$ cat config.mk
export PLATFORM = sky130hd
export DESIGN_NAME = ssd1306_spi_rx_flat
export DESIGN_NICKNAME = d
export VERILOG_FILES = /design/src/rtl/ssd1306_spi_rx_pkg.sv /design/src/rtl/ssd1306_spi_rx_if.sv /design/src/rtl/ssd1306_spi_rx_spi_byte_rx.sv /design/src/rtl/ssd1306_spi_rx.sv /design/src/flat_wrapper.sv
export SDC_FILE = /design/constraint.sdc
export NUM_CORES = 1
export LEC_CHECK = 0
export BUFFER_PORTS_ARGS = -buffer_cell sky130_fd_sc_hd__clkbuf_2
export CORE_MARGIN = 1.5
export CORE_UTILIZATION = 60
export DETAILED_ROUTE_END_ITERATION = 8
export PLACE_DENSITY = 0.9
export SLEW_MARGIN = 30
export SYNTH_ARGS = -nofsm -noshare
export SYNTH_HDL_FRONTEND = slang
export SYNTH_SLANG_ARGS = --single-unit
$ cat constraint.sdc
create_clock -name clock -period 2.8 [get_ports clock]
set_input_delay 0.28 -clock clock [delete_from_list [all_inputs] [get_ports clock]]
set_output_delay 0.28 -clock clock [all_outputs]
set_load 0.03 [all_outputs]
$ cat src/rtl/ssd1306_spi_rx_pkg.sv
// Shared definitions for the SSD1306 SPI receiver: opcodes, addressing
// modes, parser states and the argument count of the discarded commands.
package ssd1306_pkg;

  localparam logic [7:0] OP_ADDR_MODE  = 8'h20;
  localparam logic [7:0] OP_COL_ADDR   = 8'h21;
  localparam logic [7:0] OP_PAGE_ADDR  = 8'h22;
  localparam logic [7:0] OP_CONTRAST   = 8'h81;
  localparam logic [7:0] OP_INVERT_OFF = 8'hA6;
  localparam logic [7:0] OP_INVERT_ON  = 8'hA7;
  localparam logic [7:0] OP_DISP_OFF   = 8'hAE;
  localparam logic [7:0] OP_DISP_ON    = 8'hAF;

  localparam logic [7:0] CONTRAST_RESET = 8'h7F;

  typedef enum logic [1:0] {
    HORIZ = 2'd0,
    VERT  = 2'd1,
    PAGE  = 2'd2
  } addr_mode_t;

  typedef enum logic [1:0] {
    CMD  = 2'd0,
    ARG  = 2'd1,
    SKIP = 2'd2
  } parser_state_t;

  // Number of argument bytes that follow a command the receiver ignores.
  function automatic logic [2:0] skip_count(input logic [7:0] opcode);
    logic [2:0] n;
    case (opcode)
      8'hA8, 8'hD3, 8'hD5, 8'hD9, 8'hDA, 8'hDB, 8'h8D: n = 3'd1;
      8'hA3:                                           n = 3'd2;
      8'h29, 8'h2A:                                    n = 3'd5;
      8'h26, 8'h27:                                    n = 3'd6;
      default:                                         n = 3'd0;
    endcase
    return n;
  endfunction

endpackage

$ cat src/rtl/ssd1306_spi_rx_if.sv
// SPI pins from the CPU plus the framebuffer write port. The receiver is
// the slave side; whoever drives the SPI stream uses the master side.
interface ssd1306_spi_rx_if;
  logic       oled_clk;
  logic       oled_data;
  logic       oled_dc;
  logic       fb_we;
  logic [9:0] fb_addr;
  logic [7:0] fb_data;

  modport master (
    output oled_clk, oled_data, oled_dc,
    input  fb_we, fb_addr, fb_data
  );

  modport slave (
    input  oled_clk, oled_data, oled_dc,
    output fb_we, fb_addr, fb_data
  );
endinterface

$ cat src/rtl/ssd1306_spi_rx_spi_byte_rx.sv
// Oversampling SPI byte receiver: synchronises SCK/MOSI/DC into clk_sys,
// detects SCK rising edges and assembles MSB-first bytes. byte_valid is
// combinational so the parser can register its response one cycle later.
module spi_byte_rx (
  input  logic       clock,
  input  logic       reset,
  input  logic       oled_clk,
  input  logic       oled_data,
  input  logic       oled_dc,
  output logic       byte_valid,
  output logic [7:0] byte_data,
  output logic       byte_dc
);

  logic [1:0] sck_sync_q;
  logic [1:0] mosi_sync_q;
  logic [1:0] dc_sync_q;
  logic       sck_prev_q;
  logic [6:0] shift_q, shift_d;
  logic [2:0] cnt_q, cnt_d;
  logic       rise_s;

  // Synchronisers track the pin level; they are left out of reset so a
  // reset while SCK is high cannot fabricate a rising edge afterwards.
  always_ff @(posedge clock) begin
    sck_sync_q  <= {sck_sync_q[0], oled_clk};
    mosi_sync_q <= {mosi_sync_q[0], oled_data};
    dc_sync_q   <= {dc_sync_q[0], oled_dc};
    sck_prev_q  <= sck_sync_q[1];
  end

  assign rise_s = sck_sync_q[1] & ~sck_prev_q;

  // Shift in one bit per SCK edge; the eighth edge completes a byte.
  always_comb begin
    shift_d    = shift_q;
    cnt_d      = cnt_q;
    byte_valid = 1'b0;
    byte_data  = {shift_q, mosi_sync_q[1]};
    byte_dc    = dc_sync_q[1];
    if (rise_s) begin
      shift_d    = {shift_q[5:0], mosi_sync_q[1]};
      cnt_d      = cnt_q + 3'd1;
      byte_valid = (cnt_q == 3'd7);
    end else begin
      shift_d    = shift_q;
      cnt_d      = cnt_q;
    end
  end

  // Bit counter and partial byte; reset discards any half-received byte.
  always_ff @(posedge clock) begin
    if (reset) begin
      shift_q <= 7'd0;
      cnt_q   <= 3'd0;
    end else begin
      shift_q <= shift_d;
      cnt_q   <= cnt_d;
    end
  end

endmodule

$ cat src/rtl/ssd1306_spi_rx.sv
// SSD1306 command parser and framebuffer write generator. Command bytes
// drive the parser FSM and display settings; data bytes become writes at
// the current page/column pointer, which then advances inside the window.
module ssd1306_spi_rx
  import ssd1306_pkg::*;
(
  input  logic                   clock,
  input  logic                   reset,
  ssd1306_spi_rx_if.slave        bus,
  output logic                   display_on,
  output logic                   invert,
  output logic [7:0]             contrast,
  output logic                   frame_done
);

  logic       byte_valid_s;
  logic [7:0] byte_data_s;
  logic       byte_dc_s;

  spi_byte_rx u_rx (
    .clock      (clock),
    .reset      (reset),
    .oled_clk   (bus.oled_clk),
    .oled_data  (bus.oled_data),
    .oled_dc    (bus.oled_dc),
    .byte_valid (byte_valid_s),
    .byte_data  (byte_data_s),
    .byte_dc    (byte_dc_s)
  );

  parser_state_t state_q, state_d;
  logic [7:0]    opcode_q, opcode_d;
  logic          arg_idx_q, arg_idx_d;
  logic [2:0]    skip_q, skip_d;
  logic [6:0]    arg0_q, arg0_d;
  addr_mode_t    mode_q, mode_d;
  logic [6:0]    col_start_q, col_start_d, col_end_q, col_end_d, col_q, col_d;
  logic [2:0]    page_start_q, page_start_d, page_end_q, page_end_d, page_q, page_d;
  logic [7:0]    contrast_q, contrast_d;
  logic          display_on_q, display_on_d, invert_q, invert_d;
  logic          fb_we_q, fb_we_d, frame_done_q, frame_done_d;
  logic [9:0]    fb_addr_q, fb_addr_d;
  logic [7:0]    fb_data_q, fb_data_d;

  logic [6:0]    adv_col_s;
  logic [2:0]    adv_page_s;
  logic          adv_wrap_s;

  // Where the pointer goes after a data byte; equality with the end value
  // wraps, so inverted windows still wrap (through the modulo increment).
  always_comb begin
    adv_col_s  = col_q;
    adv_page_s = page_q;
    adv_wrap_s = 1'b0;
    case (mode_q)
      HORIZ: begin
        if (col_q == col_end_q) begin
          adv_col_s = col_start_q;
          if (page_q == page_end_q) begin
            adv_page_s = page_start_q;
            adv_wrap_s = 1'b1;
          end else begin
            adv_page_s = page_q + 3'd1;
          end
        end else begin
          adv_col_s = col_q + 7'd1;
        end
      end
      VERT: begin
        if (page_q == page_end_q) begin
          adv_page_s = page_start_q;
          if (col_q == col_end_q) begin
            adv_col_s  = col_start_q;
            adv_wrap_s = 1'b1;
          end else begin
            adv_col_s = col_q + 7'd1;
          end
        end else begin
          adv_page_s = page_q + 3'd1;
        end
      end
      PAGE: begin
        if (col_q == col_end_q) begin
          adv_col_s = col_start_q;
        end else begin
          adv_col_s = col_q + 7'd1;
        end
      end
      default: begin
        adv_col_s = col_q;
      end
    endcase
  end

  // Parser next state, setting updates and write generation per byte.
  always_comb begin
    state_d      = state_q;
    opcode_d     = opcode_q;
    arg_idx_d    = arg_idx_q;
    skip_d       = skip_q;
    arg0_d       = arg0_q;
    mode_d       = mode_q;
    col_start_d  = col_start_q;
    col_end_d    = col_end_q;
    col_d        = col_q;
    page_start_d = page_start_q;
    page_end_d   = page_end_q;
    page_d       = page_q;
    contrast_d   = contrast_q;
    display_on_d = display_on_q;
    invert_d     = invert_q;
    fb_we_d      = 1'b0;
    frame_done_d = 1'b0;
    fb_addr_d    = fb_addr_q;
    fb_data_d    = fb_data_q;

    if (byte_valid_s) begin
      if (byte_dc_s) begin
        // Data bytes are written in any parser state; the state is kept.
        fb_we_d      = 1'b1;
        fb_addr_d    = {page_q, col_q};
        fb_data_d    = byte_data_s;
        col_d        = adv_col_s;
        page_d       = adv_page_s;
        frame_done_d = adv_wrap_s;
      end else begin
        case (state_q)
          CMD: begin
            case (byte_data_s)
              OP_ADDR_MODE, OP_COL_ADDR, OP_PAGE_ADDR, OP_CONTRAST: begin
                state_d   = ARG;
                opcode_d  = byte_data_s;
                arg_idx_d = 1'b0;
              end
              OP_INVERT_OFF: invert_d     = 1'b0;
              OP_INVERT_ON:  invert_d     = 1'b1;
              OP_DISP_OFF:   display_on_d = 1'b0;
              OP_DISP_ON:    display_on_d = 1'b1;
              default: begin
                if (byte_data_s[7:3] == 5'b10110) begin
                  page_d = byte_data_s[2:0];
                end else if (byte_data_s[7:4] == 4'h0) begin
                  col_d = {col_q[6:4], byte_data_s[3:0]};
                end else if (byte_data_s[7:3] == 5'b00010) begin
                  col_d = {byte_data_s[2:0], col_q[3:0]};
                end else if (skip_count(byte_data_s) != 3'd0) begin
                  state_d = SKIP;
                  skip_d  = skip_count(byte_data_s);
                end else begin
                  state_d = CMD;
                end
              end
            endcase
          end
          ARG: begin
            case (opcode_q)
              OP_ADDR_MODE: begin
                if (byte_data_s[1:0] != 2'd3) begin
                  mode_d = addr_mode_t'(byte_data_s[1:0]);
                end else begin
                  mode_d = mode_q;
                end
                state_d = CMD;
              end
              OP_COL_ADDR: begin
                if (arg_idx_q == 1'b0) begin
                  arg0_d    = byte_data_s[6:0];
                  arg_idx_d = 1'b1;
                end else begin
                  col_start_d = arg0_q;
                  col_end_d   = byte_data_s[6:0];
                  col_d       = arg0_q;
                  state_d     = CMD;
                end
              end
              OP_PAGE_ADDR: begin
                if (arg_idx_q == 1'b0) begin
                  arg0_d    = byte_data_s[6:0];
                  arg_idx_d = 1'b1;
                end else begin
                  page_start_d = arg0_q[2:0];
                  page_end_d   = byte_data_s[2:0];
                  page_d       = arg0_q[2:0];
                  state_d      = CMD;
                end
              end
              OP_CONTRAST: begin
                contrast_d = byte_data_s;
                state_d    = CMD;
              end
              default: state_d = CMD;
            endcase
          end
          SKIP: begin
            skip_d = skip_q - 3'd1;
            if (skip_q == 3'd1) begin
              state_d = CMD;
            end else begin
              state_d = SKIP;
            end
          end
          default: state_d = CMD;
        endcase
      end
    end else begin
      fb_we_d = 1'b0;
    end
  end

  // All parser, pointer, setting and output registers.
  always_ff @(posedge clock) begin
    if (reset) begin
      state_q      <= CMD;
      opcode_q     <= 8'h00;
      arg_idx_q    <= 1'b0;
      skip_q       <= 3'd0;
      arg0_q       <= 7'd0;
      mode_q       <= PAGE;
      col_start_q  <= 7'd0;
      col_end_q    <= 7'd127;
      col_q        <= 7'd0;
      page_start_q <= 3'd0;
      page_end_q   <= 3'd7;
      page_q       <= 3'd0;
      contrast_q   <= CONTRAST_RESET;
      display_on_q <= 1'b0;
      invert_q     <= 1'b0;
      fb_we_q      <= 1'b0;
      frame_done_q <= 1'b0;
      fb_addr_q    <= 10'd0;
      fb_data_q    <= 8'h00;
    end else begin
      state_q      <= state_d;
      opcode_q     <= opcode_d;
      arg_idx_q    <= arg_idx_d;
      skip_q       <= skip_d;
      arg0_q       <= arg0_d;
      mode_q       <= mode_d;
      col_start_q  <= col_start_d;
      col_end_q    <= col_end_d;
      col_q        <= col_d;
      page_start_q <= page_start_d;
      page_end_q   <= page_end_d;
      page_q       <= page_d;
      contrast_q   <= contrast_d;
      display_on_q <= display_on_d;
      invert_q     <= invert_d;
      fb_we_q      <= fb_we_d;
      frame_done_q <= frame_done_d;
      fb_addr_q    <= fb_addr_d;
      fb_data_q    <= fb_data_d;
    end
  end

  assign bus.fb_we   = fb_we_q;
  assign bus.fb_addr = fb_addr_q;
  assign bus.fb_data = fb_data_q;
  assign display_on  = display_on_q;
  assign invert      = invert_q;
  assign contrast    = contrast_q;
  assign frame_done  = frame_done_q;

endmodule
$ cat src/flat_wrapper.sv
// flat-port wrapper written by rule: the top's interface ports become plain ports
module ssd1306_spi_rx_flat import ssd1306_pkg::*;
  (clock, reset, display_on, invert, contrast, frame_done, bus_oled_clk, bus_oled_data, bus_oled_dc, bus_fb_we, bus_fb_addr, bus_fb_data);
  ssd1306_spi_rx_if bus_i ();
  input  logic clock;
  input  logic reset;
  output logic display_on;
  output logic invert;
  output logic [7:0] contrast;
  output logic frame_done;
  input wire logic [$bits(bus_i.oled_clk)-1:0] bus_oled_clk;
  input wire logic [$bits(bus_i.oled_data)-1:0] bus_oled_data;
  input wire logic [$bits(bus_i.oled_dc)-1:0] bus_oled_dc;
  output wire logic [$bits(bus_i.fb_we)-1:0] bus_fb_we;
  output wire logic [$bits(bus_i.fb_addr)-1:0] bus_fb_addr;
  output wire logic [$bits(bus_i.fb_data)-1:0] bus_fb_data;
  assign bus_i.oled_clk = bus_oled_clk;
  assign bus_i.oled_data = bus_oled_data;
  assign bus_i.oled_dc = bus_oled_dc;
  assign bus_fb_we = bus_i.fb_we;
  assign bus_fb_addr = bus_i.fb_addr;
  assign bus_fb_data = bus_i.fb_data;
  ssd1306_spi_rx u_core (.clock(clock), .reset(reset), .bus(bus_i), .display_on(display_on), .invert(invert), .contrast(contrast), .frame_done(frame_done));
endmodule
-- Word-level counts from Yosys, hierarchy flattened
Cells that the tools add are included.
- flip-flop bits (word level): 100
- bits of input ports: 5
- word-level logic and storage cells: 184
- output and inout bits: 30
- mux-type cells: 55
- bitwise operators: 5
- reduce and logical (&&, ||, !) cells: 34
- equal/unequal tests: 60
- add/subtract/negate cells: 4
- operators by type and width (kind ; number):
    $eq A8 B8 Y1 const B ; 14
    $eq A8 B6 Y1 const B ; 10
    $mux W7 ; 9
    $mux W3 ; 19
    $pmux W7 S2 ; 2
    $ne A3 B2 Y1 const B ; 9
    $reduce_and A5 Y1 ; 5
    $ne A3 B3 Y1 const B ; 7
    $pmux W3 S2 ; 3
    $ne A2 B2 Y1 const B ; 8
    $reduce_and A4 Y1 ; 4
    $reduce_and A8 Y1 ; 2
    $mux W2 ; 7
    $pmux W3 S4 ; 1
    $reduce_and A10 Y1 ; 1
    $reduce_or A2 Y1 ; 5
    $reduce_and A9 Y1 ; 1
    $mux W1 ; 8
    $pmux W1 S2 ; 4
    $reduce_bool A2 Y1 ; 4
    $reduce_or A4 Y1 ; 2
    $reduce_or A8 Y1 ; 1
    $add A7 B1 Y7 const B ; 1
    $eq A7 B7 Y1 ; 1
    22 further kinds ; 30

-- Longest topological paths before layout
Gate-level depths: netlist of run 1.
- depth in word-level cells: 17
- gate-level depth with buffers: 9
- depth with buffers taken out: 7

-- By module
A second synthesis of run 1 with hierarchy kept.
- cells, all modules: 554
- area, all modules: 4790.8 um2
- modules (own cells, without submodules) (module ; cells each ; times used ; area an instance (um2) ; seq. area each (um2)):
    ssd1306_spi_rx ; 506 ; 1 ; 4192.8 ; 1661.6
    spi_byte_rx ; 48 ; 1 ; 598.1 ; 340.3

-- Worst setup path after synthesis of run 1
No wires, ideal clock.
- path kind: reg-to-reg
- start point: register u_core.u_rx.cnt_q[0]
- end point: register u_core.display_on_q, in the netlist u_core.display_on
- arrival time: 1.935 ns
- slack: 0.737 ns
- stages on the path, launching flop included: 9
- path buffers: 1
- cells stage by stage: dfxtp_1 -> ha_1 -> ha_1 -> nand4bb_1 -> or2_2 -> clkbuf_1 -> nor4_1 -> mux2i_1 -> nor2_1
- cells in the longest elaborated chain, start to end: 3
- RTL lines (element ; RTL line ; text):
    start, declared ; ssd1306_spi_rx_spi_byte_rx.sv:20 ; logic [2:0] cnt_q, cnt_d;
    start signal, assigned ; ssd1306_spi_rx_spi_byte_rx.sv:58 ; cnt_q <= cnt_d;
    $eq A3 B3 Y1 ; ssd1306_spi_rx_spi_byte_rx.sv:44 ; byte_valid = (cnt_q == 3'd7);
    $mux W1 ; ssd1306_spi_rx_spi_byte_rx.sv:41 ; if (rise_s) begin
    $reduce_and A4 Y1 (no source line) ; -- ;
    end signal, assigned ; ssd1306_spi_rx.sv:246 ; display_on_q <= display_on_d;
    end, declared ; ssd1306_spi_rx.sv:40 ; logic display_on_q, display_on_d, invert_q, invert_d;
Every way passes these cells.
A chain may end at the register's enable or synchronous reset.

-- Worst setup path after layout of run 1
- start point: register u_core.u_rx.cnt_q[0]
- end point: register u_core.opcode_q[3]
- cells in the longest elaborated chain, start to end: 3
- RTL lines (element ; RTL line ; text):
    $eq A3 B3 Y1 ; ssd1306_spi_rx_spi_byte_rx.sv:44 ;
    $mux W1 ; ssd1306_spi_rx_spi_byte_rx.sv:41 ;
    $reduce_and A4 Y1 (no source line) ; -- ;
    end signal, assigned ; ssd1306_spi_rx.sv:234 ; opcode_q <= opcode_d;
    end, declared ; ssd1306_spi_rx.sv:32 ; logic [7:0] opcode_q, opcode_d;
Every way passes these cells.

==> metrics.txt, run 1 <==
Chip Width=91.99 um; GR Overflow Total=0; synth warn=0; port buffer count=34; final hold vios=0; Initial Utilization=61.80%; Clock Tree Root=clkbuf_8; Antenna diodes=0; Critical Path AT=2650 ps; routed len/inst=17.34 um; share of the synthesized area in the top cell type=42.14%; full die area=0.008461 mm^2; Bufs on Longest Clock Path=2; Final ANT Viol Nets=0; LEAKAGE=1.970 nW; CP Class=reg2reg; Setup crit end kind=flop; slowest stage cell, crit path=nor3b_2; pin count of the biggest net entering global routing=99; area post-placement=0.004994 mm^2; number of flops mapped to enable cells by yosys=0; CTS sink cnt=100; Relative slew margins=44.78%; maximum vdd drop=0.3820 mV; CTS tree=done; Setup Total Neg Slack=0 ps; Worst-Skew Late Latency=380 ps; H-tree depth=3; outcome=complete, no violations; GP Congestion=0.9222; commonest non-fill, non-tap cell in the layout=dfxtp_1; core area=0.007687 mm^2; WHS=7.433 ps; pwr dens=484.3 mW/mm^2; final WL=11710 um; Synth area leaders=dfxtp_1 (42%), mux2i_1 (7.0%), nand2_1 (5.1%); final setup fails=0; met3 GRT Util=5.473%; Mapped Cells=547; syn nets=558; Hold Path Class=in2reg; vias=4187; CP startpoint kind=flop; fmax=419.0 MHz; fill count=578; Worst-path clk slew=90 ps; flip-flop and latch area=0.002002 mm^2; DR DRC count=0; Final Skew=20.02 ps; most used routing layer=met2; Finished Cell Area=0.005233 mm^2; clock buffer count from CTS=9; Tot GR Track Use=29.14%; GR Util met1=36.95%; crit-path cells=ha_1 -> ha_1 -> nand4bb_1 -> or2_2 -> nor3b_2 -> nor2_1 -> and2_1; Yosys cell types=58; Mapped Area=0.004751 mm^2; Starting DRT DRC Count=422; max incr delay on CP=480 ps; worst setup margin=413.6 ps; Period minus WS final=2386 ps; crit-path max FO=11; I/O Pins=35; CP most frequent cell=ha_1; chip height=91.99 um; Async SR Flop Fraction=0%; Slew @ Worst Pin=827.2 ps; initial antenna violation count=0; number of global-route vias before repair=4170; max-cap violations=0; post-CTS resize count=0; fin. max-slew vios=0; met2 Resource Use GR=48.83%; most frequent cells in the layout=dfxtp_1 (100), nand2_1 (65), nor2_1 (53), a21oi_1 (44); RSZ-0062 raised after global routing=false; final worst-path cycle share=85.23%; area delta synth->final=10.14%; Yosys reg bits=100; CP Buf/Inv Count=0; post-synthesis sequential area ratio=42.14%; drt pass-1 iters=5; DP Worst Slack=466.0 ps; Synth area leader=dfxtp_1; vias per cell=6.203; first-pass GRT wire length=19670 um; CP Data Required Time=3060 ps; HPWL after detailed placement=7832 um; CP delay by family, top=simple AND/OR/NAND/NOR gates; # rows=32; multi-input logic area=0.002524 mm^2; layout net count=579; average size of a mapped cell=8.685 um^2; ys flop type=dfxtp_1; layout cells sized above 1=12.91%
## cells by family after synthesis
group,Yosys count,synth area share (%)
mux,35,7.427
xor+xnor,17,3.134
compound gates,114,17.22
fa+ha+maj,7,1.791
simple gates,218,23.54
buf+inv,56,4.740
flops,100,42.14
## metrics by stage
step                utilization (%)  power, W  cells
global route                  68.07  0.002604    675
floorplan                         -  0.001539    547
detailed placement            64.96  0.001566    657
finish                        68.07  0.002534    675
CTS                           67.94  0.002531    674
global placement              64.96  0.001561    657
## sequential cells by signal, indices dropped and copies added (netlist names), 7 cells and up
signal and flops:
u_core.col_end_q 7, u_core.col_q 7, u_core.u_rx.shift_q 7, u_core.arg0_q 7, u_core.contrast 8, u_core.bus.fb_addr 10
u_core.bus.fb_data 8, u_core.opcode_q 8, u_core.col_start_q 7
## report_power, final
part	total [W]	switching [W]	internal [W]
sequential	0.00145	0.0000188	0.00143
clock	0.000996	0.000558	0.000438
combinational	0.0000869	0.0000562	0.0000307
total	0.00253	0.000633	0.00190
## metal layers
layer,vias to the layer above,wire (um)
li1,1971,-
met1,2012,4877
met2,176,5783
met4,0,185
met3,28,860
met5,-,0
## synthesized netlist by cell type (all sizes together), types with 2 or more instances
| cell type | n |
|---|---|
| nor4 | 7 |
| clkbuf | 27 |
| nor2 | 53 |
| o2111ai | 2 |
| and2 | 8 |
| or4 | 2 |
| or3 | 3 |
| buf | 11 |
| nand2 | 66 |
| mux2i | 33 |
| nand4b | 4 |
| xnor2 | 16 |
| and3b | 3 |
| a31oi | 5 |
| nand3b | 2 |
| o211a | 3 |
| nor3b | 5 |
| o41ai | 2 |
| nand3 | 14 |
| o21ai | 7 |
| mux2 | 2 |
| and4 | 2 |
| inv | 17 |
| a211o | 24 |
| ha | 6 |
| a311oi | 4 |
| dfxtp | 100 |
| nor2b | 20 |
| nand4 | 4 |
| o211ai | 2 |
| a2111oi | 3 |
| a21oi | 44 |
| a211oi | 10 |
| and3 | 4 |
| nand2b | 9 |
| nor3 | 9 |
## repair_timing
action | 4_1_cts | 5_1_grt
hold buffers | 1 | 1
hold endpoints to repair | 1 | 1
setup endpoints to repair | 0 | 0
buffers inserted | 0 | 0
## worst reg2reg max path, stage by stage, from the launching register on
cell       delay [ps]
dfxtp_1           370
ha_1              160
ha_1              170
nand4bb_1         270
or2_2             460
nor3b_2           480
nor2_1            170
and2_1            200
## area by class of cell
| class | instances | area share [%] |
|---|---|---|
| multi-input cells | 391 | 48.23 |
| clock inverters | 7 | 1.817 |
| inverters | 18 | 1.291 |
| repair buffers | 48 | 5.595 |
| clock buffers | 9 | 2.367 |
| flip-flops and latches | 100 | 38.26 |
| well taps | 102 | 2.439 |
## worst paths after layout
check / from / end / slack (ps) / depth (start not counted)
max: u_core.u_rx.cnt_q[0]$_SDFFE_PP0P_ / u_core.opcode_q[3]$_SDFFE_PP0P_ / 410 / 7
min: bus_oled_dc / u_core.u_rx.dc_sync_q[0]$_DFF_P_ / 7 / 1
max reg2reg: u_core.u_rx.cnt_q[0]$_SDFFE_PP0P_ / u_core.opcode_q[3]$_SDFFE_PP0P_ / 410 / 7
min reg2reg: u_core.u_rx.dc_sync_q[0]$_DFF_P_ / u_core.u_rx.dc_sync_q[1]$_DFF_P_ / 340 / 0
No activity file was read; power rests on OpenSTA's default activity.
==> inputs of run 2 (changes only) <==
--- a/config.mk
+++ b/config.mk
@@ -5,7 +5,7 @@
 export SDC_FILE = /design/constraint.sdc
 export NUM_CORES = 1
 export LEC_CHECK = 0
-export BUFFER_PORTS_ARGS = -buffer_cell sky130_fd_sc_hd__clkbuf_2
+export BUFFER_PORTS_ARGS = -buffer_cell sky130_fd_sc_hd__buf_2
 export CORE_MARGIN = 1.5
 export CORE_UTILIZATION = 60
 export DETAILED_ROUTE_END_ITERATION = 8
==> constraint.sdc (replaced) <==
create_clock -name clock -period 2.8 [get_ports clock]
set_input_delay 0.14 -clock clock [delete_from_list [all_inputs] [get_ports clock]]
set_output_delay 0.14 -clock clock [all_outputs]
set_load 0.03 [all_outputs]
==> metrics.txt, run 2 (synthesis gave the netlist of run 1 again) <==
crit-path max FO=11 (unchanged); part of the power in registers=59.8% (+2.5 points); clock buffer count from CTS=9 (unchanged); fin. max-slew vios=0 (unchanged); Tot GR Track Use=28.55% (-0.58 points); # rows=32 (unchanged); NetSw=0.0005911 W (-6.6%); H-tree depth=3 (unchanged); Bufs on Longest Clock Path=2 (unchanged); final hold vios=0 (unchanged); vias per cell=6.161 (-0.67%); HPWL after detailed placement=7782 um (-0.65%); Final ANT Viol Nets=0 (unchanged); Period minus WS final=2411 ps (+24.38 ps); pwr dens=463.6 mW/mm^2 (-4.3%); Final Skew=12.34 ps (-7.679 ps); Worst-path clk slew=100 ps (about the same); hold path depth=2 (+1); number of global-route vias before repair=3951 (-5.3%); Gate power share=3.9% (+0.5 points); maximum vdd drop=0.3663 mV (-4.1%); R2R depth=7 (unchanged); CTS sink cnt=100 (unchanged); pin count of the biggest net entering global routing=55 (-44%); initial antenna violation count=0 (unchanged); RSZ-0062 raised after global routing=false; routed len/inst=17.24 um (-0.57%); Post-CTS Setup Bufs=0 (unchanged); commonest non-fill, non-tap cell in the layout=dfxtp_1; worst reg2reg setup slack=390 ps (-20 ps); area delta synth->final=9.718%; Relative slew margins=47.46% (+2.7 points); fmax=414.8 MHz (-1.0%); fill count=582 (+0.69%); most frequent cells in the layout=dfxtp_1 (100), nand2_1 (65), nor2_1 (53), a21oi_1 (44); CP Class=reg2reg; Antenna diodes=0 (unchanged); Sw Share=24.46% (-0.53 points); Starting DRT DRC Count=483 (+14%); GP Congestion=0.9014 (-2.3%); clock share of power=36.3% (-3.0 points); final WL=11660 um (-0.42%); hold wc startpoint=reset; final setup fails=0 (unchanged); vias=4165 (-0.53%); Initial Utilization=61.80% (unchanged); Setup crit end kind=flop; final worst-path cycle share=86.10% (+0.87 points); worst r2r src=u_core.u_rx.cnt_q[0]$_SDFFE_PP0P_; GR Overflow Total=0 (unchanged); CTS tree=done; CP startpoint kind=flop; Slew @ Worst Pin=775.8 ps (-51.37 ps); Clock Tree Root=clkbuf_8; CP Data Required Time=3060 ps (about the same); core area=0.007687 mm^2 (unchanged); layout cells sized above 1=12.72% (-0.20 points); # hold bufs at CTS=3 (+2); drt pass-1 iters=7 (+2); post-CTS resize count=0 (unchanged); outcome=complete, no violations; first-pass GRT wire length=19220 um (-2.3%); r2r endpoint=u_core.opcode_q[6]$_SDFFE_PP0P_; flip-flop and latch area=0.002002 mm^2 (unchanged); Worst-Skew Late Latency=370 ps (about the same); port buffer count=34 (unchanged); full die area=0.008461 mm^2 (unchanged); hold endpoint=u_core.arg0_q[2]$_SDFFE_PP0P_; chip height=91.99 um (unchanged); layout net count=580 (+0.17%); DR DRC count=0 (unchanged); LEAKAGE=1.971 nW (about the same); internal power=0.001826 W (-4.0%); I/O Pins=35 (unchanged); Hold Path Class=in2reg; WHS=236.1 ps (+228.7 ps); max-cap violations=0 (unchanged); multi-input logic area=0.002524 mm^2 (unchanged); Largest register FFs=10 (unchanged); Chip Width=91.99 um (unchanged); Critical Path AT=2670 ps (+20 ps); Setup Total Neg Slack=0 ps (unchanged)
[run 2: cell types whose count changed in the layout (fill, tap and decap cells not counted), sizes merged]
cell         change
buf             +33
clkbuf          -31
clkinvlp         +1
dlygate4sd3      +1
clkinv           -2
bufinv           -1
[run 2: cell type report]
cell class              count  share of cell area (%)
clock buffers              11                   2.712
clock inverters             5                  0.8641
inverters                  18                   1.296
multi-input cells         391                   48.42
flip-flops and latches    100                   38.41
well taps                 102                   2.448
repair buffers             49                   5.857
[run 2: per-stage QoR]
step | instances | total power (W) | util (%) | area [um^2] | setup slack, ps
finish | 676 | 0.002417 | 67.81 | 5213 | 389.2
global route | 676 | 0.002486 | 67.81 | 5213 | 241.5
CTS | 676 | 0.002411 | 67.77 | 5210 | 365.1
detailed placement | 657 | 0.001565 | 64.96 | 4994 | 380.0
global placement | 657 | 0.001562 | 64.96 | 4994 | 512.7
floorplan | 547 | 0.001539 | - | 4751 | 737.5
[run 2: routing by layer]
metal | wire [um] | global-route usage, % | vias to the layer above
li1 | - | - | 1971
met1 | 4967 | 37.40 | 1970
met2 | 5565 | 45.93 | 181
met3 | 769 | 5.638 | 43
met4 | 353 | 11.92 | 0
met5 | 0 | 0 | -
[run 2: critical path: stages (launching register included)]
cell	delay, ps
dfxtp_1	360
ha_1	160
ha_1	180
nand4bb_1	290
or2_2	480
nor3b_2	470
nor2_1	170
and2_1	200
[run 2: how the worst max path moves through the flow]
stage,startpoint,cells past startpoint,slack [ps],to
2_1_floorplan,u_core.u_rx.cnt_q[0]$_SDFFE_PP0P_,8,740,u_core.display_on$_SDFFE_PP0P_
4_1_cts,u_core.u_rx.cnt_q[0]$_SDFFE_PP0P_,7,370,u_core.opcode_q[6]$_SDFFE_PP0P_
6_report,u_core.u_rx.cnt_q[0]$_SDFFE_PP0P_,7,390,u_core.opcode_q[6]$_SDFFE_PP0P_
3_5_place_dp,u_core.u_rx.cnt_q[0]$_SDFFE_PP0P_,7,380,u_core.opcode_q[6]$_SDFFE_PP0P_
3_3_place_gp,u_core.u_rx.cnt_q[0]$_SDFFE_PP0P_,7,510,u_core.opcode_q[3]$_SDFFE_PP0P_
5_1_grt,u_core.u_rx.cnt_q[0]$_SDFFE_PP0P_,7,240,u_core.opcode_q[6]$_SDFFE_PP0P_
[run 2: power by group through the flow]
| stage | Clock (W) | Sequential (W) | Combinational (W) |
|---|---|---|---|
| 3_3_place_gp | 0 | 0.00148 | 0.0000858 |
| 4_1_cts | 0.000875 | 0.00144 | 0.0000914 |
| 5_1_grt | 0.000937 | 0.00145 | 0.000103 |
| 2_1_floorplan | 0 | 0.00147 | 0.0000681 |
| 6_report | 0.000878 | 0.00144 | 0.0000943 |
| 3_5_place_dp | 0 | 0.00148 | 0.0000879 |
==> inputs of run 3 (changes only) <==
--- a/config.mk
+++ b/config.mk
@@ -10,6 +10,7 @@
 export CORE_UTILIZATION = 60
 export DETAILED_ROUTE_END_ITERATION = 8
 export PLACE_DENSITY = 0.9
+export RECOVER_POWER = 100
 export SLEW_MARGIN = 30
 export SYNTH_ARGS = -nofsm -noshare
 export SYNTH_HDL_FRONTEND = slang
==> metrics.txt, run 3 (synthesis gave the netlist of run 1 again) <==
RSZ-0062 raised after global routing=false; Antenna diodes=0 (unchanged); first-pass GRT wire length=19220 um (unchanged); Chip Width=91.99 um (unchanged); LEAKAGE=1.831 nW (-7.1%); maximum vdd drop=0.3650 mV (-0.35%); Gate power share=3.8% (about the same); WHS=232.9 ps (-3.173 ps); Slew @ Worst Pin=1137 ps (+361.3 ps); final hold vios=0 (unchanged); fmax=405.7 MHz (-2.2%); I/O Pins=35 (unchanged); vias=4198 (+0.79%); layout cells sized above 1=6.098% (-6.6 points); outcome=complete, no violations; Critical Path AT=2730 ps (+60 ps); CP Buf/Inv Count=0 (unchanged); # rows=32 (unchanged); max incr delay on CP=520 ps (+40 ps); CTS sink cnt=100 (unchanged); routed len/inst=17.20 um (-0.23%); worst setup margin=335.3 ps (-53.84 ps); final setup fails=0 (unchanged); fin. max-slew vios=0 (unchanged); CP startpoint kind=flop; clock buffer count from CTS=9 (unchanged); full die area=0.008461 mm^2 (unchanged); Final Skew=14.35 ps (+2.011 ps); CP delay by family, top=simple AND/OR/NAND/NOR gates; Bufs on Longest Clock Path=2 (unchanged); Clock Tree Root=clkbuf_8; H-tree depth=3 (unchanged); initial antenna violation count=0 (unchanged); multi-input logic area=0.002496 mm^2 (-1.1%); chip height=91.99 um (unchanged); area delta synth->final=8.059%; most frequent cells in the layout=dfxtp_1 (100), nand2_1 (65), nor2_1 (53), a21oi_1 (44), clkbuf_1 (34); crit-path max FO=11 (unchanged); GR Overflow Total=0 (unchanged); part of the power in registers=59.8% (about the same); Setup Total Neg Slack=0 ps (unchanged); final WL=11630 um (-0.23%); Worst-Skew Late Latency=370 ps (about the same); port buffer count=34 (unchanged); Tot GR Track Use=28.55% (unchanged); Post-CTS Setup Bufs=0 (unchanged); CP Class=reg2reg; GP Congestion=0.9014 (unchanged); Initial Utilization=61.80% (unchanged); crit-path cells=ha_1 -> ha_1 -> nand4bb_1 -> or2_0 -> nor3b_2 -> nor2_1 -> and2_0; DP Worst Slack=380.0 ps (unchanged); Largest register FFs=10 (unchanged); vias per cell=6.210 (+0.79%); fill count=616 (+5.8%); pwr dens=470.9 mW/mm^2 (+1.6%); CP most frequent cell=ha_1; number of global-route vias before repair=3951 (unchanged); Post-Layout Cell Count=676 (unchanged); NetSw=0.0005925 W (+0.23%); core area=0.007687 mm^2 (unchanged); Starting DRT DRC Count=479 (-0.83%); CTS tree=done; Hold Path Class=in2reg; slowest stage cell, crit path=nor3b_2; Period minus WS final=2465 ps (+53.84 ps); DR DRC count=0 (unchanged); final worst-path cycle share=88.02% (+1.9 points); Core Util, Final=66.78% (-1.0 points); commonest non-fill, non-tap cell in the layout=dfxtp_1; HPWL after detailed placement=7782 um (unchanged); Placed Cells incl. Taps=657 (unchanged); layout net count=580 (unchanged); internal power=0.001825 W (about the same); pin count of the biggest net entering global routing=55 (unchanged); Setup crit end kind=flop; max-cap violations=0 (unchanged); clock share of power=36.4% (about the same); CP Data Required Time=3060 ps (about the same); flip-flop and latch area=0.002002 mm^2 (unchanged); Relative slew margins=23.23% (-24 points); Sw Share=24.51% (+0.048 points); drt pass-1 iters=5 (-2); Final ANT Viol Nets=0 (unchanged); Worst-path clk slew=100 ps (about the same)
run 3: worst paths after layout:
kind                                     start                               end  slack [ps]  cells past startpoint
max reg2reg  u_core.u_rx.cnt_q[0]$_SDFFE_PP0P_   u_core.opcode_q[6]$_SDFFE_PP0P_         340                      7
min                                      reset     u_core.arg0_q[2]$_SDFFE_PP0P_         230                      2
max          u_core.u_rx.cnt_q[0]$_SDFFE_PP0P_   u_core.opcode_q[6]$_SDFFE_PP0P_         340                      7
min reg2reg   u_core.u_rx.dc_sync_q[0]$_DFF_P_  u_core.u_rx.dc_sync_q[1]$_DFF_P_         340                      0
run 3: worst reg2reg max path, cell delays in order (launching register included):
cell	delay, ps
dfxtp_1	360
ha_1	160
ha_1	180
nand4bb_1	280
or2_0	510
nor3b_2	520
nor2_1	170
and2_0	200
run 3: final cells by class:
type	instances	share of cell area, %
multi-input cells	391	48.62
inverters	18	1.316
clock inverters	5	0.8774
well taps	102	2.486
clock buffers	11	2.754
repair buffers	49	4.948
flip-flops and latches	100	39.00
run 3: stage by stage:
stage	power, W	instance area, um^2
2_1_floorplan	0.001539	4751
3_3_place_gp	0.001562	4994
3_5_place_dp	0.001565	4994
4_1_cts	0.002411	5210
5_1_grt	0.002484	5134
6_report	0.002418	5134
run 3: power groups by stage:
stage / sequential (W) / combinational (W) / clock, W
after CTS: 0.00144 / 0.0000914 / 0.000875
after global placement: 0.00148 / 0.0000858 / 0
after detailed placement: 0.00148 / 0.0000879 / 0
after floorplan: 0.00147 / 0.0000681 / 0
final: 0.00144 / 0.0000926 / 0.000880
after global routing: 0.00145 / 0.000101 / 0.000937
run 3: routing by layer:
metal / up-vias / GRT usage (%) / share of wire [%]
li1: 1967 / - / -
met1: 2009 / 37.40 / 43
met2: 180 / 45.93 / 47
met3: 42 / 5.638 / 6.5
met4: 0 / 11.92 / 3.3
met5: - / 0 / 0
run 3: timing repair:
item	4_1_cts	5_1_grt
endpoints found under the setup margin	0	0
endpoints found under the hold margin	3	0
hold buffers	3	0
gates resized for setup	0	0
